## src/rtl/register_scan_reader.sv

```systemverilog
// register_scan_reader: print-side read master for the register file.
// On start it takes the register-file address path (sel_print=1, read_R), walks the
// register range first_reg..last_reg (5-bit wrapping) and streams each captured value
// to the print module over a valid/ready handshake, then releases the path and pulses done.
// Optional feature macro: REG_SCAN_SKIP_ZERO_EN -- registers that read as zero are not
// emitted; the scan advances as if the entry had been accepted.
module register_scan_reader #(
  parameter int unsigned DATA_W   = 32,
  parameter int unsigned READ_LAT = 1
) (
  input  logic              clock,
  input  logic              reset_n,
  input  logic              start,
  input  logic [4:0]        first_reg,
  input  logic [4:0]        last_reg,
  output logic              sel_print,
  output logic [4:0]        read_R,
  input  logic [DATA_W-1:0] reg_data,
  output logic              out_valid,
  input  logic              out_ready,
  output logic [4:0]        out_reg,
  output logic [DATA_W-1:0] out_data,
  output logic              busy,
  output logic              done
);

`ifdef REG_SCAN_SKIP_ZERO_EN
  localparam bit SkipZero = 1'b1;
`else
  localparam bit SkipZero = 1'b0;
`endif

  // Wait counter reload; READ_LAT is limited to 1..3 so two bits suffice.
  localparam logic [1:0] LatInit = 2'(READ_LAT - 1);

  typedef enum logic [2:0] {StIdle, StAddr, StWait, StSend, StFin} state_e;

  state_e     state_q;
  logic [4:0] cur_q;
  logic [4:0] last_q;
  logic [1:0] wait_cnt_q;

  // Scan FSM; every output is a register updated here.
  always_ff @(posedge clock or negedge reset_n) begin
    if (!reset_n) begin
      state_q    <= StIdle;
      cur_q      <= '0;
      last_q     <= '0;
      wait_cnt_q <= '0;
      sel_print  <= 1'b0;
      read_R     <= '0;
      out_valid  <= 1'b0;
      out_reg    <= '0;
      out_data   <= '0;
      busy       <= 1'b0;
      done       <= 1'b0;
    end else begin
      done <= 1'b0;
      unique case (state_q)
        StIdle: begin
          if (start) begin
            cur_q     <= first_reg;
            last_q    <= last_reg;
            read_R    <= first_reg;
            sel_print <= 1'b1;
            busy      <= 1'b1;
            state_q   <= StAddr;
          end
        end
        StAddr: begin
          wait_cnt_q <= LatInit;
          state_q    <= StWait;
        end
        StWait: begin
          if (wait_cnt_q != 2'd0) begin
            wait_cnt_q <= wait_cnt_q - 2'd1;
          end else if (SkipZero && (reg_data == '0)) begin
            // Zero entry is dropped: advance exactly as an accepted handshake would.
            if (cur_q == last_q) begin
              done    <= 1'b1;
              state_q <= StFin;
            end else begin
              cur_q   <= cur_q + 5'd1;
              read_R  <= cur_q + 5'd1;
              state_q <= StAddr;
            end
          end else begin
            out_data  <= reg_data;
            out_reg   <= cur_q;
            out_valid <= 1'b1;
            state_q   <= StSend;
          end
        end
        StSend: begin
          if (out_ready) begin
            out_valid <= 1'b0;
            if (cur_q == last_q) begin
              done    <= 1'b1;
              state_q <= StFin;
            end else begin
              cur_q   <= cur_q + 5'd1;
              read_R  <= cur_q + 5'd1;
              state_q <= StAddr;
            end
          end
        end
        StFin: begin
          // done is high during this cycle; the address path is released on exit.
          sel_print <= 1'b0;
          busy      <= 1'b0;
          read_R    <= '0;
          state_q   <= StIdle;
        end
        default: state_q <= StIdle;
      endcase
    end
  end

endmodule
```

## config.mk

```make
export PLATFORM = sky130hd
export DESIGN_NAME = register_scan_reader
export DESIGN_NICKNAME = d
export VERILOG_FILES = /design/src/rtl/register_scan_reader.sv
export SDC_FILE = /design/constraint.sdc
export NUM_CORES = 1
export LEC_CHECK = 0
export CAP_MARGIN = 30
export CORE_MARGIN = 3
export CORE_UTILIZATION = 41
export DETAILED_ROUTE_END_ITERATION = 12
export PLACE_DENSITY = 0.74
export SYNTH_ARGS = -nofsm -noshare
export SYNTH_HDL_FRONTEND = slang
export SYNTH_SLANG_ARGS = --single-unit
```

## constraint.sdc

```tcl
create_clock -name clock -period 1.9 [get_ports clock]
set_clock_uncertainty 0.15 [all_clocks]
set_input_delay 0.285 -clock clock [delete_from_list [all_inputs] [get_ports clock]]
set_output_delay 0.285 -clock clock [all_outputs]
set_load 0.02 [all_outputs]
```

==> metrics.md <==
| Metric | Value |
|---|---|
| Syn Nets | between 200 and 300 |
| Worst Setup Start Kind | input pin |
| CTS tree | done |
| Initial antenna violation count | 0 |
| Number of global-route vias before repair | 2,172 |
| Synth Flop Type | dfrtp_1 |
| CTS sink cnt | 60 |
| Largest family of logic cells by synthesized area | multiplexers |
| Synth warn | 0 |
| First-pass GRT wire length | 10.1 mm |
| Post-DP Area | ~3800 µm² |
| Pwr dens | 1820 nW/µm² |
| Die Span X | 86.5 µm |
| Fin. max-slew vios | 0 |
| Wire per inst | ~15 µm |
| Die Y | 86.5 µm |
| Routed wire length | just under 6 mm |
| All-Layer GR Usage | between 15 and 20% |
| Vias per std cell | 5.10 |
| H-tree depth | 3 |
| Final ANT Viol Nets | 0 |
| Final worst-path cycle share | 96.4% |
| Post-DP HPWL | 4.19 mm |
| Worst-Skew Late Latency | ~0.33 ns |
| Adder-Cell Fraction of Synth Area | 0.941% |
| I/O Pins | 92 |
| Vias | 2,035 |
| RSZ-0062 raised after global routing | true |
| Layout area overhead | 49.4% |
| CP max FO | 5 |
| Largest Register | out_data |
| Leading area contributor after synthesis | dfrtp_1 |
| Max-cap violations | 0 |
| Most frequent cell after synthesis | dfrtp_1 |
| Clock Tree Root | clkbuf_8 |
| Synth Area in Simple Gates | under 10% |
| Run status | finished, final reports clean |
| Largest register FFs | 32 |
| Diode count | 0 |
| Clock transition at the registers of the reported paths | approximately 0.070 ns |
| P_leak | 1.68 nW |
| Mean Syn Cell Area | approximately 13 µm² |
| Mux share of post-synthesis cell area | 18.2% |
| Final #Nets | 367 |
| Critical Path AT | approximately 1.9 ns |
| DIE AREA | 7490 µm² |
| Slew @ Worst Pin | 0.352 ns |
| F_max | 546 MHz |
| Area of the core | 6100 µm² |
| Post-Synthesis Cell Area | 2660 µm² |
| Initial Utilization | 43.6% |
| # setup viols final | 0 |
| Post-synth EDFFs | 0 |
| # Post-CTS Setup Buffers | 0 |
| DRC | 0 |
| Seq/Total Area, Yosys | 56.5% |
| Routability-driven placement congestion ratio | 0.819 |
| Drt initial violations | 136 |
| Worst Hold Slack | 0.327 ns |
| Rel. slew slack | 76.5% |
| Clock Path Buffers | 2 |
| Aggregate global routing overflow | 0 |
| Drt pass-1 iters | 4 |
| Req. time, crit path | 1.97 ns |
| Top cells by area, synth | dfrtp_1 56%, mux2_2 18%, xor2_1 2.6% |
| Post-synth top cells | 60 x dfrtp_1, 42 x mux2_2, 12 x nor2_1 |
| Hold path cells | 2 |
| Yosys top cell area share | 56.5% |
| Final hold vios | 0 |
| Layout cells sized above 1 | 26.9% |
| Total CTS buffers | 9 |
| Total negative slack | 0 ns |
| Post-route cell area | approximately 4000 µm² |
| HP Class | register to register |
| Synth Area in Compound Gates | 10.4% |
| Synthesized flop and latch total | 60 |
| Unique cell type count in the Yosys netlist | 44 |
| Crit end category | register |
| Synth Area in XOR/XNOR | 2.64% |
| Fillers | 480 |
| Site Rows | 28 |
| Kind of critical path | input pin to register |
| R2R depth | 3 |
| Final min period | approximately 1.8 ns |
| IR drop worst, VDD | 1.07 mV |
| Asr flop ratio synth | 100% |
| Post-Synthesis Cells | 210 |
| Largest net degree at the start of global routing | around 60 |
| Port bufs | 91 |
[cell families after synthesis]
group	count (synthesis)
flops	60
mux	43
simple gates	42
compound gates	39
buf+inv	16
xor+xnor	8
fa+ha+maj	2
[power breakdown]
group / total [mW] / switching [mW] / internal (mW)
Clock: 1.16 / 0.524 / 0.638
Combinational: 3.80 / 1.77 / 2.03
Sequential: 2.28 / 0.378 / 1.90
[through the flow]
step           total power, mW  std cells  worst slack (ns)  util, %
6_report                  7.24        399            0.0684     65.2
4_1_cts                   7.31        399            0.0731     65.0
3_5_place_dp              6.11        382            -0.265     61.6
3_3_place_gp              6.04        382            -0.228     61.6
5_1_grt                   7.73        399          -0.00983     65.2
2_1_floorplan             4.52        210           -0.0172        -
[worst max-delay path: stages]
cell and delay [ns]:
clkdlybuf4s50_1 0.48, or3b_2 0.51, nor2_2 0.25, mux2_2 0.37
[timing repair]
item                       4_1_cts  5_1_grt
gates resized for setup          0        2
hold buffers                     1        0
hold endpoints to repair        60        0
setup endpoints to repair        0       10
[cell usage in the layout, fill, tap and decap left out, types with 2 or more instances in the layout]
master / count
a21o_1: 3
a21oi_1: 10
a22o_1: 3
a41oi_1: 3
and3_1: 3
buf_12: 2
buf_4: 17
clkbuf_8: 10
clkdlybuf4s50_1: 90
clkinv_2: 2
clkinvlp_4: 2
dfrtp_1: 59
ha_1: 2
inv_1: 3
mux2_2: 42
nand2_1: 10
nand3_1: 2
nor2_1: 12
nor2b_1: 2
nor3_1: 2
o21ai_0: 3
o22a_1: 4
o22ai_1: 2
o41ai_1: 2
xor2_1: 8
[cell type report]
class,count,area (µm²),share of cell area (%)
Inverter,3,11.3,0.283
Timing Repair Buffer,111,1080,27.3
Sequential cell,60,1500,37.8
Tap cell,75,93.8,2.36
Multi-Input combinational cell,134,1080,27.2
Clock buffer,10,138,3.46
Clock inverter,6,63.8,1.61
[final timing paths]
check | startpoint | end | slack (ns)
max in group asynchronous | reset_n | cur_q[1]$_DFFE_PN0P_ | 0.97
worst max register to register | state_q[0]$_DFFE_PN0P_ | last_q[0]$_DFFE_PN0P_ | 0.07
worst min-delay path | read_R[1]$_DFFE_PN0P_ | read_R[1]$_DFFE_PN0P_ | 0.33
worst max-delay path | start | last_q[0]$_DFFE_PN0P_ | 0.07
min in group asynchronous | reset_n | out_data[25]$_DFFE_PN0P_ | 0.34
worst min register to register | read_R[1]$_DFFE_PN0P_ | read_R[1]$_DFFE_PN0P_ | 0.33
[layer usage]
metal  track usage (%)  vias up  routed length, µm
li1                  -      971                  -
met1              21.9      979               2560
met2              24.9       77               2650
met3              8.37        8                663
met4              8.22        0                 89
met5                 0        -                  0
No activity file was read; power rests on OpenSTA's default activity.
